[config.mk]
export PLATFORM = sky130hd
export DESIGN_NAME = mem_elastic_reg_flat
export DESIGN_NICKNAME = d
export VERILOG_FILES = /design/src/rtl/mem_elastic_reg_if.sv /design/src/rtl/mem_elastic_reg.sv /design/src/flat_wrapper.sv
export SDC_FILE = /design/constraint.sdc
export NUM_CORES = 1
export LEC_CHECK = 0
export CORE_UTILIZATION = 51
export CTS_BUF_LIST = sky130_fd_sc_hd__clkbuf_4 sky130_fd_sc_hd__clkbuf_8
export DETAILED_ROUTE_END_ITERATION = 6
export PLACE_DENSITY = 0.83
export SKIP_CTS_REPAIR_TIMING = 1
export SYNTH_ARGS = -nofsm -noshare
export SYNTH_HDL_FRONTEND = slang
export SYNTH_SLANG_ARGS = --single-unit
[constraint.sdc]
create_clock -name clk -period 8.82 [get_ports clk]
set_input_delay 1.323 -clock clk [delete_from_list [all_inputs] [get_ports clk]]
set_output_delay 1.323 -clock clk [all_outputs]
set_load 0.01 [all_outputs]
[src/rtl/mem_elastic_reg_if.sv]
// MEM->WB handshake bundle: upstream push side and downstream pop side.
// master drives the in_* side and out_ready; slave is the buffer.
interface mem_elastic_reg_if #(
  parameter int DATA_W = 32,
  parameter int ADDR_W = 30,
  parameter int GPR_W  = 5,
  parameter int CTRL_W = 2,
  parameter int EXP_W  = 3
);
  logic              in_valid;
  logic              in_ready;
  logic [ADDR_W-1:0] in_pc;
  logic              in_en;
  logic              in_br_flag;
  logic [CTRL_W-1:0] in_ctrl_op;
  logic [GPR_W-1:0]  in_dst_addr;
  logic              in_gpr_we_;
  logic [EXP_W-1:0]  in_exp_code;
  logic              in_miss_align;
  logic [DATA_W-1:0] in_data;

  logic              out_valid;
  logic              out_ready;
  logic [ADDR_W-1:0] out_pc;
  logic              out_en;
  logic              out_br_flag;
  logic [CTRL_W-1:0] out_ctrl_op;
  logic [GPR_W-1:0]  out_dst_addr;
  logic              out_gpr_we_;
  logic [EXP_W-1:0]  out_exp_code;
  logic [DATA_W-1:0] out_data;

  modport master (
    output in_valid, in_pc, in_en, in_br_flag,
    output in_ctrl_op, in_dst_addr, in_gpr_we_,
    output in_exp_code, in_miss_align, in_data,
    output out_ready,
    input  in_ready, out_valid, out_pc, out_en,
    input  out_br_flag, out_ctrl_op, out_dst_addr,
    input  out_gpr_we_, out_exp_code, out_data
  );

  modport slave (
    input  in_valid, in_pc, in_en, in_br_flag,
    input  in_ctrl_op, in_dst_addr, in_gpr_we_,
    input  in_exp_code, in_miss_align, in_data,
    input  out_ready,
    output in_ready, out_valid, out_pc, out_en,
    output out_br_flag, out_ctrl_op, out_dst_addr,
    output out_gpr_we_, out_exp_code, out_data
  );
endinterface

[src/rtl/mem_elastic_reg.sv]
// MEM->WB elastic pipeline register: DEPTH-entry circular buffer
// with misalign-to-exception rewrite and exception push counter.
module mem_elastic_reg #(
  parameter int DATA_W         = 32,
  parameter int ADDR_W         = 30,
  parameter int GPR_W          = 5,
  parameter int CTRL_W         = 2,
  parameter int EXP_W          = 3,
  parameter int DEPTH          = 2,
  parameter int CTRL_NOP       = 0,
  parameter int EXP_NONE       = 0,
  parameter int EXP_MISS_ALIGN = 4,
  localparam int OCC_W = $clog2(DEPTH + 1)
) (
  input  logic             clk,
  input  logic             rst,
  input  logic             flush,
  mem_elastic_reg_if.slave bus,
  output logic [OCC_W-1:0] occupancy,
  output logic [15:0]      exp_cnt
);

  localparam int PTR_W = (DEPTH > 1) ? $clog2(DEPTH) : 1;

  typedef struct packed {
    logic [ADDR_W-1:0] pc;
    logic              en;
    logic              br_flag;
    logic [CTRL_W-1:0] ctrl_op;
    logic [GPR_W-1:0]  dst_addr;
    logic              gpr_we_;
    logic [EXP_W-1:0]  exp_code;
    logic [DATA_W-1:0] data;
  } ent_t;

  ent_t             mem [DEPTH];
  ent_t             in_ent;
  ent_t             head;
  ent_t             idle;
  logic [PTR_W-1:0] wr_ptr;
  logic [PTR_W-1:0] rd_ptr;
  logic             push;
  logic             pop;
  logic             has_exp;

  assign bus.in_ready  = occupancy < OCC_W'(DEPTH);
  assign bus.out_valid = occupancy != '0;
  assign push = bus.in_valid & bus.in_ready;
  assign pop  = bus.out_valid & bus.out_ready;

  function automatic logic [PTR_W-1:0] nxt(
    input logic [PTR_W-1:0] p
  );
    return (p == PTR_W'(DEPTH - 1)) ? '0 : p + 1'b1;
  endfunction

  // An earlier-stage exception outranks a misalignment.
  always_comb begin
    in_ent.pc       = bus.in_pc;
    in_ent.en       = bus.in_en;
    in_ent.br_flag  = bus.in_br_flag;
    in_ent.ctrl_op  = bus.in_ctrl_op;
    in_ent.dst_addr = bus.in_dst_addr;
    in_ent.gpr_we_  = bus.in_gpr_we_;
    in_ent.exp_code = bus.in_exp_code;
    in_ent.data     = bus.in_data;
    unique case (1'b1)
      (bus.in_exp_code == EXP_W'(EXP_NONE)
       && bus.in_miss_align): begin
        in_ent.ctrl_op  = CTRL_W'(CTRL_NOP);
        in_ent.dst_addr = '0;
        in_ent.gpr_we_  = 1'b1;
        in_ent.exp_code = EXP_W'(EXP_MISS_ALIGN);
        in_ent.data     = '0;
      end
      default: ;
    endcase
  end

  assign has_exp = in_ent.exp_code != EXP_W'(EXP_NONE);

  always_ff @(posedge clk or negedge rst) begin
    if (!rst) begin
      occupancy <= '0;
      wr_ptr    <= '0;
      rd_ptr    <= '0;
      exp_cnt   <= '0;
    end else if (flush) begin
      occupancy <= '0;
      wr_ptr    <= '0;
      rd_ptr    <= '0;
    end else begin
      if (push) wr_ptr <= nxt(wr_ptr);
      if (pop)  rd_ptr <= nxt(rd_ptr);
      if (push && !pop)
        occupancy <= occupancy + OCC_W'(1);
      else if (pop && !push)
        occupancy <= occupancy - OCC_W'(1);
      if (push && has_exp && exp_cnt != 16'hFFFF)
        exp_cnt <= exp_cnt + 16'd1;
    end
  end

  // Payload needs no reset: out_* are masked to idle while empty.
  always_ff @(posedge clk) begin
    if (push && !flush) mem[wr_ptr] <= in_ent;
  end

  always_comb begin
    idle          = '0;
    idle.ctrl_op  = CTRL_W'(CTRL_NOP);
    idle.gpr_we_  = 1'b1;
    idle.exp_code = EXP_W'(EXP_NONE);
    head = bus.out_valid ? mem[rd_ptr] : idle;
  end

  assign bus.out_pc       = head.pc;
  assign bus.out_en       = head.en;
  assign bus.out_br_flag  = head.br_flag;
  assign bus.out_ctrl_op  = head.ctrl_op;
  assign bus.out_dst_addr = head.dst_addr;
  assign bus.out_gpr_we_  = head.gpr_we_;
  assign bus.out_exp_code = head.exp_code;
  assign bus.out_data     = head.data;

endmodule

[src/flat_wrapper.sv]
// flat-port wrapper written by rule: the top's interface ports become plain ports
module mem_elastic_reg_flat 
#(
  parameter int DATA_W         = 32,
  parameter int ADDR_W         = 30,
  parameter int GPR_W          = 5,
  parameter int CTRL_W         = 2,
  parameter int EXP_W          = 3,
  parameter int DEPTH          = 2,
  parameter int CTRL_NOP       = 0,
  parameter int EXP_NONE       = 0,
  parameter int EXP_MISS_ALIGN = 4,
  localparam int OCC_W = $clog2(DEPTH + 1)
)
  (clk, rst, flush, occupancy, exp_cnt, bus_in_valid, bus_in_pc, bus_in_en, bus_in_br_flag, bus_in_ctrl_op, bus_in_dst_addr, bus_in_gpr_we_, bus_in_exp_code, bus_in_miss_align, bus_in_data, bus_out_ready, bus_in_ready, bus_out_valid, bus_out_pc, bus_out_en, bus_out_br_flag, bus_out_ctrl_op, bus_out_dst_addr, bus_out_gpr_we_, bus_out_exp_code, bus_out_data);
  mem_elastic_reg_if #(.DATA_W(DATA_W), .ADDR_W(ADDR_W), .GPR_W(GPR_W), .CTRL_W(CTRL_W), .EXP_W(EXP_W)) bus_i ();
  input  logic clk;
  input  logic rst;
  input  logic flush;
  output logic [OCC_W-1:0] occupancy;
  output logic [15:0] exp_cnt;
  input wire logic [$bits(bus_i.in_valid)-1:0] bus_in_valid;
  input wire logic [$bits(bus_i.in_pc)-1:0] bus_in_pc;
  input wire logic [$bits(bus_i.in_en)-1:0] bus_in_en;
  input wire logic [$bits(bus_i.in_br_flag)-1:0] bus_in_br_flag;
  input wire logic [$bits(bus_i.in_ctrl_op)-1:0] bus_in_ctrl_op;
  input wire logic [$bits(bus_i.in_dst_addr)-1:0] bus_in_dst_addr;
  input wire logic [$bits(bus_i.in_gpr_we_)-1:0] bus_in_gpr_we_;
  input wire logic [$bits(bus_i.in_exp_code)-1:0] bus_in_exp_code;
  input wire logic [$bits(bus_i.in_miss_align)-1:0] bus_in_miss_align;
  input wire logic [$bits(bus_i.in_data)-1:0] bus_in_data;
  input wire logic [$bits(bus_i.out_ready)-1:0] bus_out_ready;
  output wire logic [$bits(bus_i.in_ready)-1:0] bus_in_ready;
  output wire logic [$bits(bus_i.out_valid)-1:0] bus_out_valid;
  output wire logic [$bits(bus_i.out_pc)-1:0] bus_out_pc;
  output wire logic [$bits(bus_i.out_en)-1:0] bus_out_en;
  output wire logic [$bits(bus_i.out_br_flag)-1:0] bus_out_br_flag;
  output wire logic [$bits(bus_i.out_ctrl_op)-1:0] bus_out_ctrl_op;
  output wire logic [$bits(bus_i.out_dst_addr)-1:0] bus_out_dst_addr;
  output wire logic [$bits(bus_i.out_gpr_we_)-1:0] bus_out_gpr_we_;
  output wire logic [$bits(bus_i.out_exp_code)-1:0] bus_out_exp_code;
  output wire logic [$bits(bus_i.out_data)-1:0] bus_out_data;
  assign bus_i.in_valid = bus_in_valid;
  assign bus_i.in_pc = bus_in_pc;
  assign bus_i.in_en = bus_in_en;
  assign bus_i.in_br_flag = bus_in_br_flag;
  assign bus_i.in_ctrl_op = bus_in_ctrl_op;
  assign bus_i.in_dst_addr = bus_in_dst_addr;
  assign bus_i.in_gpr_we_ = bus_in_gpr_we_;
  assign bus_i.in_exp_code = bus_in_exp_code;
  assign bus_i.in_miss_align = bus_in_miss_align;
  assign bus_i.in_data = bus_in_data;
  assign bus_i.out_ready = bus_out_ready;
  assign bus_in_ready = bus_i.in_ready;
  assign bus_out_valid = bus_i.out_valid;
  assign bus_out_pc = bus_i.out_pc;
  assign bus_out_en = bus_i.out_en;
  assign bus_out_br_flag = bus_i.out_br_flag;
  assign bus_out_ctrl_op = bus_i.out_ctrl_op;
  assign bus_out_dst_addr = bus_i.out_dst_addr;
  assign bus_out_gpr_we_ = bus_i.out_gpr_we_;
  assign bus_out_exp_code = bus_i.out_exp_code;
  assign bus_out_data = bus_i.out_data;
  mem_elastic_reg #(.DATA_W(DATA_W), .ADDR_W(ADDR_W), .GPR_W(GPR_W), .CTRL_W(CTRL_W), .EXP_W(EXP_W), .DEPTH(DEPTH), .CTRL_NOP(CTRL_NOP), .EXP_NONE(EXP_NONE), .EXP_MISS_ALIGN(EXP_MISS_ALIGN)) u_core (.clk(clk), .rst(rst), .flush(flush), .bus(bus_i), .occupancy(occupancy), .exp_cnt(exp_cnt));
endmodule
# After elaboration in Yosys (flattened, before gate mapping)
# Memory sizes are Yosys's and may differ from the RTL's.
# Index checks and enable logic that the tools add are counted.
dict set report word_totals {
  latch_bits 0
  ram_bits 150
  inputBits 81
  ff_bits 20
  rom_bits 0
  elab_cells 44
  n_memories 1
  output_inout_bits 95
}
# memory words word_bits rd rd_ports_with_merged_regs wr line
set memory_table {}
lappend memory_table {u_core.mem 2 75 1 0 1 mem_elastic_reg.sv:36} ;# ent_t mem [DEPTH];
dict set report op_classes {
  mux 13
  shift 0
  n_reduce_logical 16
  n_mul 0
  n_div 0
  bitwise_logic 3
  addsub 5
  n_eq_ne 1
  magnitude_cmp 1
}
# cell n
set ops {}
lappend ops {{two-way mux 75 bit} 1}
lappend ops {{two-way mux 43 bit} 1}
lappend ops {{adder 16 x 1 -> 16 bit (second input constant)} 1}
lappend ops {{!= test 16 bit (second input constant)} 1}
lappend ops {{two-way mux 1 bit} 8}
lappend ops {{logical AND 1 bit} 6}
lappend ops {{two-way mux 2 bit} 3}
lappend ops {{nonzero test 2 bit} 3}
lappend ops {{nonzero test 3 bit} 2}
lappend ops {{logical NOT 1 bit} 3}
lappend ops {{logical NOT 3 bit} 1}
lappend ops {{adder 1 bit (second input constant)} 2}
lappend ops {{adder 2 x 1 -> 2 bit (second input constant)} 1}
lappend ops {{AND 1 bit} 2}
lappend ops {{< comparator 2 bit (second input constant)} 1}
lappend ops {{AND reduction 2 bit} 1}
lappend ops {{subtractor 2 x 1 -> 2 bit (second input constant)} 1}
lappend ops {{NOT 1 bit} 1}

# Longest topological paths before layout
# Gate-level depths: netlist of the first run.
dict set report depth {
  word_depth 7
  mapped_depth 6
  depth_no_buf 5
}

# Worst setup path after synthesis of the first run
# OpenSTA, ideal clock, no wires.
dict set report synth_timing {
  path_type {input to register}
  startpoint {input flush}
  endpoint {memory u_core.mem[0][0] in the netlist's numbering (enable)}
  setup_ns 0.601
  arrival_time_ns 6.538
  path_stages 1
  path_slack_ns 1.680
  required_time_ns 8.219
  path_buffers 0
  cell_sequence {nor3_1}
}
dict set report synth_via {
  elab_chain_len 4
}
# item line
set synth_lines {}
lappend synth_lines {{start: declaration} flat_wrapper.sv:19} ;# input logic flush;
lappend synth_lines {{logical NOT 1 bit} mem_elastic_reg.sv:106} ;# if (push && !flush) mem[wr_ptr] <= in_ent;
lappend synth_lines {{logical AND 1 bit} mem_elastic_reg.sv:106}
lappend synth_lines {{two-way mux 1 bit} mem_elastic_reg.sv:106}
lappend synth_lines {{two-way mux 1 bit (implied by the code)} mem_elastic_reg.sv:106}
lappend synth_lines {{end: declaration} mem_elastic_reg.sv:36}
# No other way between the ends.

# Final worst setup path of the first run
dict set report layout_timing {
  startpoint {register u_core.rd_ptr}
  endpoint {output bus_out_exp_code[2]}
}
dict set report layout_via {
  elab_chain_len 2
}
# item line
set layout_lines {}
lappend layout_lines {{start: declaration} mem_elastic_reg.sv:41} ;# logic [PTR_W-1:0] rd_ptr;
lappend layout_lines {{start signal: assignment} mem_elastic_reg.sv:94} ;# if (pop) rd_ptr <= nxt(rd_ptr);
lappend layout_lines {{memory read (2 x 75 bit)} -}
lappend layout_lines {{two-way mux 75 bit} mem_elastic_reg.sv:114} ;# head = bus.out_valid ? mem[rd_ptr] : idle;
lappend layout_lines {{end: declaration} flat_wrapper.sv:41} ;# output wire logic [$bits(bus_i.out_exp_code)-1:0] bus_out_exp_code;
# No other way between the ends.

==> run summary, run 1 <==
Final Setup Violations: 0
Final Core Density: 69.5%
Pwr per Cell Area: 188 nW/um^2
RSZ-0062 raised after global routing: no
CP Class: register to output port
First-pass GRT wire length: 21800 microns
Fillers: 913
Input/output buffers: 175
Syn nets: 543
Avg WL per Cell: 16.9 microns
Outcome: completed
Drt first pass iters: 4
Hpwl dp: 9350 microns
Number of distinct library cells after synthesis: 36
Power Total: 0.00173 W
Critical Path RT: 7500 ps
CTS Sinks: 170
Seq/Total Area, Yosys: 71.9%
Nets: 718
H-tree Lvls: 4
Cts bufs inserted: 17
Tcrit/Tclk final: 47.8%
Vias in the first global route: 4328
Max Fclk: 237 MHz
Area grow syn2layout: 32.7%
Antenna violations before repair: 0
Critical Path AT: 2900 ps
CTS tree: done
Core area: 13300 sq um
Hold Fails Final Rpt: 0
CP endpoint kind: output port
Ports: 176
Worst min path class: register to register
First-iteration detailed-routing DRC count: 195
Max-slew headroom: 28.8%
Share of post-route cells with drive strength above 1: 7.24%
IR drop worst, VDD: 0.131 mV
# DRC: 0
Max stage delay on crit path: 790 ps
Static Leak: 3.20 nW
Slew @ Worst Pin: 1060 ps
Vias per cell: 5.19
YS warnings: 0
Critical path's slowest cell: dfrtp_4
Die Ht: 119 microns
Total number of vias: 4281
Max-cap violations: 0
Num rows: 42
Clk Latency, worst-skew pair: 440 ps
GRT Util Overall: 20.7%
Most frequent cells in the layout: 175 x clkdlybuf4s50_1, 150 x edfxtp_1, 78 x nor2_1, 76 x mux2i_1, 26 x and2b_1
Root Driver: clkbuf_8
Clock slew at reported path FFs: 80 ps
Total grt overflow: 0
Routability cong.: 0.908
Crit path max fanout: 46
Initial Util: 52.4%
Avg Cell Area, Syn: 15.1 sq um
Largest net degree at the start of global routing: 76
Min cycle time layout: 4220 ps
Post-route ant nets: 0
Die width: 119 microns
Critical-path cell list: buf_4, mux2i_1, nor2_1, clkdlybuf4s50_1
Final setup TNS: 0 ps
Fin. max-slew vios: 0
Synth Instances: 461
DRT Wirelength: 13900 microns
Startpoint types: register
Die ar.: 14100 sq um
Clk_skew: 5.72 ps
Clock tree buffer depth: 2
Flops & latches, synth: 170
Cell Area, Synth: 6970 sq um
ANT cells: 0
Most common cell after layout, fill and taps aside: clkdlybuf4s50_1
-- stage by stage --
stage	instances	worst slack, ps	area (sq um)	hold WS [ps]
after floorplan	461	1680	6970	519
after global placement	793	5050	8900	497
after detailed placement	793	5000	8900	490
after CTS	825	4500	9240	506
after global routing	825	4380	9240	509
final	825	4600	9240	507
-- flip-flops by register name, indices dropped and copies added (netlist names) --
signal,cells
u_core.exp_cnt,16
u_core.rd_ptr,1
u_core.wr_ptr,1
u_core.occupancy,2
u_core.mem,150
-- power by group --
part | internal, W | leakage (nW) | switching [W] | total, W
Sequential | 0.000927 | 1.64 | 0.0000367 | 0.000964
Clock | 0.000216 | 0.172 | 0.000261 | 0.000478
Combinational | 0.000162 | 1.40 | 0.000131 | 0.000292
Total | 0.00131 | 3.20 | 0.000429 | 0.00173
-- Yosys cell counts, drive strengths merged --
cell / count / area share (%)
ha: 1 / 0.18
mux2i: 76 / 11
nand3: 3 / 0.22
or4: 1 / 0.16
and3: 3 / 0.27
and2b: 26 / 2.8
mux2: 1 / 0.22
a21o: 1 / 0.11
edfxtp: 150 / 65
nand4: 4 / 0.36
or2: 3 / 0.27
nor3b: 3 / 0.48
nor4: 7 / 0.81
a21oi: 2 / 0.14
and2: 1 / 0.090
clkbuf: 10 / 0.54
dfrtp: 20 / 7.2
inv: 2 / 0.11
nor2: 80 / 4.3
nand2b: 1 / 0.090
nor4b: 2 / 0.34
nand2: 11 / 0.70
buf: 14 / 0.95
xor2: 17 / 2.1
o21ai: 1 / 0.072
and4: 1 / 0.13
nor3: 5 / 0.36
nor2b: 15 / 1.3
-- per-layer routing --
metal | global-route usage, % | wire (microns)
met3 | 5.94 | 987
met4 | 8.86 | 275
met5 | 0 | 0
met1 | 25.4 | 5710
met2 | 34.2 | 6970
-- final timing paths --
| check | from | to | slack [ps] | cells past startpoint |
|---|---|---|---|---|
| setup / recovery | u_core.rd_ptr | bus_out_exp_code[2] | 4600 | 4 |
| hold / removal | u_core.exp_cnt[15] | u_core.exp_cnt[15] | 510 | 1 |
| setup reg to reg | u_core.exp_cnt[0] | u_core.exp_cnt[1] | 6620 | 5 |
| hold reg to reg | u_core.exp_cnt[15] | u_core.exp_cnt[15] | 510 | 1 |
| max in group asynchronous | rst | u_core.rd_ptr | 6740 | 1 |
| min in group asynchronous | rst | u_core.exp_cnt[13] | 1400 | 1 |
-- area by class of cell --
| class | count | area (sq um) | area share, % |
|---|---|---|---|
| multi-input cells | 265 | 1870 | 20.2 |
| clock inverters | 15 | 110 | 1.19 |
| repair buffers | 180 | 1790 | 19.4 |
| clock buffers | 17 | 234 | 2.53 |
| well taps | 176 | 220 | 2.38 |
| flip-flops and latches | 170 | 5010 | 54.2 |
| inverters | 2 | 7.51 | 0.0812 |
-- worst max-delay path: cells and delay by family, from the launching register on --
kind | cells | cell delay, ps
buffers and inverters | 2 | 1290
flip-flops | 1 | 790
AND/OR/NAND/NOR | 1 | 190
multiplexers | 1 | 160
-- logic make-up after synthesis --
group	synth area share (%)
DFF	71.9
adders and majority gates	0.180
xor gates and xnor gates	2.14
muxes	11.1
AOI/OAI and AO/OA	0.323
and+or+nand+nor	12.8
buffers and inverters	1.60
No activity file was read; power rests on OpenSTA's default activity.
==> run 2: changes to the inputs <==
==> constraint.sdc (replaced) <==
create_clock -name clk -period 4.4 [get_ports clk]
set_input_delay 0.66 -clock clk [delete_from_list [all_inputs] [get_ports clk]]
set_output_delay 0.66 -clock clk [all_outputs]
set_load 0.01 [all_outputs]
==> run 2 against run 1 <==
  * Worst setup slack worse by 3600 ps
  * Highest routed layer unchanged
  * First-iteration DRC count increased by 7.2%
  * Largest cell class unchanged
  * Critical path depth is the same
  * Cell count increased by 0.24%
==> run summary, run 2 (synthesis gave the netlist of run 1 again) <==
Area grow syn2layout: 33.7% (was 32.7%)
Static Leak: 3.25 nW (was 3.20 nW)
Critical Path AT: 2750 ps (was 2900 ps)
Pwr per Cell Area: 388 nW/um^2 (was 188 nW/um^2)
Post-route ant nets: 0 (unchanged)
Met1 GRT Util: 25.3% (was 25.4%)
CP Class: register to output port (unchanged)
RSZ-0062 raised after global routing: no (unchanged)
Vias per cell: 5.22 (was 5.19)
Antenna violations before repair: 0 (unchanged)
Fin. max-slew vios: 0 (unchanged)
Ports: 176 (unchanged)
Share of post-route cells with drive strength above 1: 8.29% (was 7.24%)
Core area: 13300 sq um (unchanged)
Clock tree buffer depth: 2 (unchanged)
CTS Sinks: 170 (unchanged)
PnR worst setup slack: 990 ps (was 4600 ps)
Delay-heaviest family, CP: flip-flops (was buffers and inverters)
Largest net degree at the start of global routing: 76 (unchanged)
Nets: 720 (was 718)
Place WS: 1430 ps (was 5000 ps)
Switching share of power: 25.1% (was 24.7%)
Sequential share of power: 53.8% (was 55.6%)
GRT Util Overall: 20.2% (was 20.7%)
First-pass GRT wire length: 21800 microns (unchanged)
Clk Latency, worst-skew pair: 430 ps (was 440 ps)
Total number of vias: 4314 (was 4281)
Regs by FF count: u_core.mem x150, u_core.exp_cnt x16, u_core.occupancy x2 (unchanged)
Clock slew at reported path FFs: 80 ps (about the same)
Max Fclk: 293 MHz
Final setup TNS: 0 ps (unchanged)
P_sw: 0.000907 W (was 0.000429 W)
Drt first pass iters: 5 (was 4)
Final Setup Violations: 0 (unchanged)
Die Ht: 119 microns (unchanged)
Vias in the first global route: 4361 (was 4328)
Hpwl dp: 9280 microns (was 9350 microns)
Fillers: 890 (was 913)
H-tree Lvls: 4 (unchanged)
Hold Fails Final Rpt: 0 (unchanged)
Clk_skew: 10.9 ps (was 5.72 ps)
Routability cong.: 0.806 (was 0.908)
Num rows: 42 (unchanged)
Met2 GRT Util: 33.5% (was 34.2%)
Crit path max fanout: 57 (was 46)
Total grt overflow: 0 (unchanged)
# DRC: 0 (unchanged)
Combinational fraction of design power: 16.1% (was 16.9%)
Hold_ws: 522 ps (was 507 ps)
DRT Wirelength: 13800 microns (was 13900 microns)
Most common cell after layout, fill and taps aside: clkdlybuf4s50_1 (unchanged)
Outcome: completed (unchanged)
Pint: 0.00270 W (was 0.00131 W)
Die width: 119 microns (unchanged)
Initial Util: 52.4% (unchanged)
Critical path's slowest cell: dfrtp_4 (unchanged)
Critical path buffers and inverters: 2 (unchanged)
CP endpoint kind: output port (unchanged)
Input/output buffers: 175 (unchanged)
Tcrit/Tclk final: 77.5%
Most used routing layer: met2 (unchanged)
Biggest register: u_core.mem (unchanged)
Critical-path cell list: buf_4, mux2i_1, nor2_1, clkdlybuf4s50_1 (unchanged)
Clk network pwr share: 30.1% (was 27.5%)
Min cycle time layout: 3410 ps
Max-cap violations: 0 (unchanged)
Max-slew headroom: 27.4% (was 28.8%)
Slew @ Worst Pin: 1080 ps (was 1060 ps)
Root Driver: clkbuf_8 (unchanged)
Max stage delay on crit path: 1090 ps (was 790 ps)
Startpoint types: register (unchanged)
CTS tree: done (unchanged)
Worst min path class: register to register (unchanged)
ANT cells: 0 (unchanged)
First-iteration detailed-routing DRC count: 209 (was 195)
Cts bufs inserted: 17 (unchanged)
Placed cell count: 795 (was 793)
Power Total: 0.00361 W (was 0.00173 W)
GR Util met3: 5.32% (was 5.94%)
Critical Path RT: 3740 ps (was 7500 ps)
Avg WL per Cell: 16.7 microns (was 16.9 microns)
Die ar.: 14100 sq um (unchanged)
Final Non-Filler Cells: 827 (was 825)
Max FFs per register: 150 (unchanged)
Most frequent cells in the layout: 175 x clkdlybuf4s50_1, 150 x edfxtp_1, 78 x nor2_1, 76 x mux2i_1, 26 x and2b_1 (unchanged)
IR drop worst, VDD: 0.205 mV (was 0.131 mV)
-- run 2: path summary, 6_finish.rpt --
path	startpoint	endpoint	slack (ps)	cells past startpoint
hold / removal	u_core.exp_cnt[6]	u_core.exp_cnt[6]	520	1
setup reg to reg	u_core.exp_cnt[0]	u_core.exp_cnt[1]	2120	5
min in group asynchronous	rst	u_core.exp_cnt[15]	740	1
setup / recovery	u_core.rd_ptr	bus_out_data[23]	990	4
hold reg to reg	u_core.exp_cnt[6]	u_core.exp_cnt[6]	520	1
max in group asynchronous	rst	u_core.rd_ptr	3010	1
-- run 2: metrics by stage --
stage	util [%]	cell area (sq um)
final	70.1	9310
after CTS	70.1	9310
after detailed placement	67.1	8920
after global routing	70.1	9310
after floorplan	-	6970
after global placement	67.1	8920
-- run 2: power by group through the flow --
stage / Combinational, W / Sequential [W] / Clock (W)
2_1_floorplan: 0.000267 / 0.00196 / 0
3_3_place_gp: 0.000569 / 0.00197 / 0
3_5_place_dp: 0.000584 / 0.00198 / 0
4_1_cts: 0.000587 / 0.00194 / 0.00111
5_1_grt: 0.000623 / 0.00196 / 0.00119
6_report: 0.000580 / 0.00194 / 0.00109
-- run 2: area by class of cell --
| cell class | instances | area, sq um | area share, % |
|---|---|---|---|
| tap | 176 | 220 | 2.36 |
| clock inverter | 15 | 163 | 1.75 |
| timing repair buffer | 182 | 1800 | 19.4 |
| multi-input combinational | 265 | 1880 | 20.2 |
| sequential | 170 | 5010 | 53.8 |
| inverter | 2 | 7.51 | 0.0806 |
| clock buffer | 17 | 234 | 2.51 |
-- run 2: per-layer routing --
layer	routed length (microns)	share of wire, %
met1	5740	42
met2	6880	50
met3	821	6.0
met4	328	2.4
met5	0	0
==> run 3: changes to the inputs <==
==> constraint.sdc (replaced) <==
create_clock -name clk -period 3.2 [get_ports clk]
set_input_delay 0.48 -clock clk [delete_from_list [all_inputs] [get_ports clk]]
set_output_delay 0.48 -clock clk [all_outputs]
set_load 0.01 [all_outputs]
==> run 3 against run 2 <==
  * Clock power rose by 29%
  * Cell count rose by 0.48%
  * First-iteration DRC count rose by 30%
  * Routed wire length rose by 4.6%
  * Combinational power rose by 43%
  * Non-clock buffer count rose by 4
  * Final area rose by 0.40%
  * Critical path depth did not move
  * Largest power group unchanged
  * Highest routed layer unchanged
==> run summary, run 3 (synthesis gave the netlist of run 1 again) <==
Outcome: completed (unchanged)
Pwr per Cell Area: 524 nW/um^2 (was 388 nW/um^2)
Critical-path cell list: buf_4, mux2i_1, nor2_1, clkdlybuf4s50_1 (unchanged)
Max stage delay on crit path: 770 ps (was 1090 ps)
Cts bufs inserted: 17 (unchanged)
H-tree Lvls: 4 (unchanged)
Total number of vias: 4305 (was 4314)
Worst min path class: register to register (unchanged)
Clock tree buffer depth: 2 (unchanged)
Critical path's slowest cell: dfrtp_4 (unchanged)
Crit path depth: 4 (unchanged)
Post-route ant nets: 0 (unchanged)
FF-to-FF path depth: 3 (was 5)
Regs by FF count: u_core.mem x150, u_core.exp_cnt x16, u_core.occupancy x2 (unchanged)
# DRC: 0 (unchanged)
Crit path from: u_core.rd_ptr (unchanged)
Crit path max fanout: 29 (was 57)
First-pass GRT wire length: 22500 microns (was 21800 microns)
Most frequent cells in the layout: 175 x clkdlybuf4s50_1, 150 x edfxtp_1, 78 x nor2_1, 76 x mux2i_1, 26 x and2b_1 (unchanged)
Place WS: 779 ps (was 1430 ps)
Total grt overflow: 0 (unchanged)
Avg WL per Cell: 17.3 microns (was 16.7 microns)
Max FFs per register: 150 (unchanged)
CTS Sinks: 170 (unchanged)
RSZ-0062 raised after global routing: no (unchanged)
Clk Latency, worst-skew pair: 440 ps (was 430 ps)
CP endpoint kind: output port (unchanged)
Pint: 0.00373 W (was 0.00270 W)
Area grow syn2layout: 34.3% (was 33.7%)
Worst R2R End: u_core.mem[1][45] (was u_core.exp_cnt[1])
Hold Fails Final Rpt: 0 (unchanged)
Min cycle time layout: 2860 ps
Startpoint types: register (unchanged)
Max-slew headroom: 38.1% (was 27.4%)
ANT cells: 0 (unchanged)
Most common cell after layout, fill and taps aside: clkdlybuf4s50_1 (unchanged)
Critical Path RT: 2720 ps (was 3740 ps)
Vias in the first global route: 4367 (was 4361)
Routability cong.: 0.823 (was 0.806)
Cell Area, Placed: 8980 sq um (was 8920 sq um)
Post-route cell area: 9350 sq um (was 9310 sq um)
DRT Wirelength: 14400 microns (was 13800 microns)
Input/output buffers: 175 (unchanged)
Biggest register: u_core.mem (unchanged)
Delay-heaviest family, CP: buffers and inverters (was flip-flops)
Num rows: 42 (unchanged)
Sequential share of power: 54.2% (was 53.8%)
P_sw: 0.00117 W (was 0.000907 W)
Max-cap violations: 0 (unchanged)
PnR worst setup slack: 342 ps (was 990 ps)
Hold_ws: 501 ps (was 522 ps)
Critical path endpoint: bus_out_data[21] (was bus_out_data[23])
Die width: 119 microns (unchanged)
Hpwl dp: 9810 microns (was 9280 microns)
CP Class: register to output port (unchanged)
CTS tree: done (unchanged)
Share of post-route cells with drive strength above 1: 8.09% (was 8.29%)
Nets: 724 (was 720)
Switching share of power: 23.9% (was 25.1%)
GRT Util Overall: 21.2% (was 20.2%)
Placed cell count: 799 (was 795)
Final Non-Filler Cells: 831 (was 827)
Hold depth: 1 (unchanged)
Die ar.: 14100 sq um (unchanged)
Max Fclk: 350 MHz
Critical Path AT: 2380 ps (was 2750 ps)
Vias per cell: 5.18 (was 5.22)
Tcrit/Tclk final: 89.3%
Clk_skew: 11.9 ps (was 10.9 ps)
Die Ht: 119 microns (unchanged)
Largest net degree at the start of global routing: 76 (unchanged)
Initial Util: 52.4% (unchanged)
Core area: 13300 sq um (unchanged)
Antenna violations before repair: 0 (unchanged)
IR drop worst, VDD: 0.279 mV (was 0.205 mV)
Ports: 176 (unchanged)
Register-to-register setup slack: 1390 ps (was 2120 ps)
Combinational fraction of design power: 17.0% (was 16.1%)
Clock slew at reported path FFs: 80 ps (about the same)
Slew @ Worst Pin: 925 ps (was 1080 ps)
Final Setup Violations: 0 (unchanged)
Clk network pwr share: 28.8% (was 30.1%)
Static Leak: 3.27 nW (was 3.25 nW)
Final setup TNS: 0 ps (unchanged)
Fin. max-slew vios: 0 (unchanged)
Critical path buffers and inverters: 2 (unchanged)
Reg-to-reg critical path startpoint: u_core.occupancy[1] (was u_core.exp_cnt[0])
First-iteration detailed-routing DRC count: 271 (was 209)
Root Driver: clkbuf_8 (unchanged)
Drt first pass iters: 6 (was 5)
run 3: changes by cell type in the layout (fill, tap and decap cells not counted), sizes merged:
cell and change:
inv -6, buf +4, clkbuf +4, clkinv +2
run 3: layer usage:
metal  vias to the layer above  track usage (%)  wire [microns]
li1                       2028                -               -
met5                         -                0               0
met4                         0             9.41             218
met2                       168             34.2            7180
met1                      2091             27.7            6330
met3                        18             4.74             678
run 3: worst min-delay path by stage:
stage	start	end
2_1_floorplan	rst	u_core.exp_cnt[0]
3_3_place_gp	u_core.exp_cnt[15]	u_core.exp_cnt[15]
3_5_place_dp	u_core.exp_cnt[15]	u_core.exp_cnt[15]
4_1_cts	u_core.exp_cnt[15]	u_core.exp_cnt[15]
5_1_grt	u_core.exp_cnt[15]	u_core.exp_cnt[15]
6_report	u_core.exp_cnt[15]	u_core.exp_cnt[15]
run 3: power groups by stage:
stage / Combinational (W) / Sequential [W] / Clock [W]
after global routing: 0.000890 / 0.00267 / 0.00154
after floorplan: 0.000368 / 0.00269 / 0
after CTS: 0.000838 / 0.00266 / 0.00145
after detailed placement: 0.000834 / 0.00271 / 0
after global placement: 0.000809 / 0.00269 / 0
final: 0.000830 / 0.00266 / 0.00141
run 3: final cells by class:
cell class | instances | area [sq um]
sequential | 170 | 5010
fill | 888 | 3940
multi-input combinational | 265 | 1880
timing repair buffer | 186 | 1870
clock buffer | 21 | 264
tap | 176 | 220
clock inverter | 11 | 103
inverter | 2 | 7.51
run 3: through the flow:
stage / total power, W / utilization, %
final: 0.00490 / 70.3
after global routing: 0.00510 / 70.3
after CTS: 0.00494 / 70.3
after detailed placement: 0.00354 / 67.6
after global placement: 0.00350 / 67.6
after floorplan: 0.00306 / -
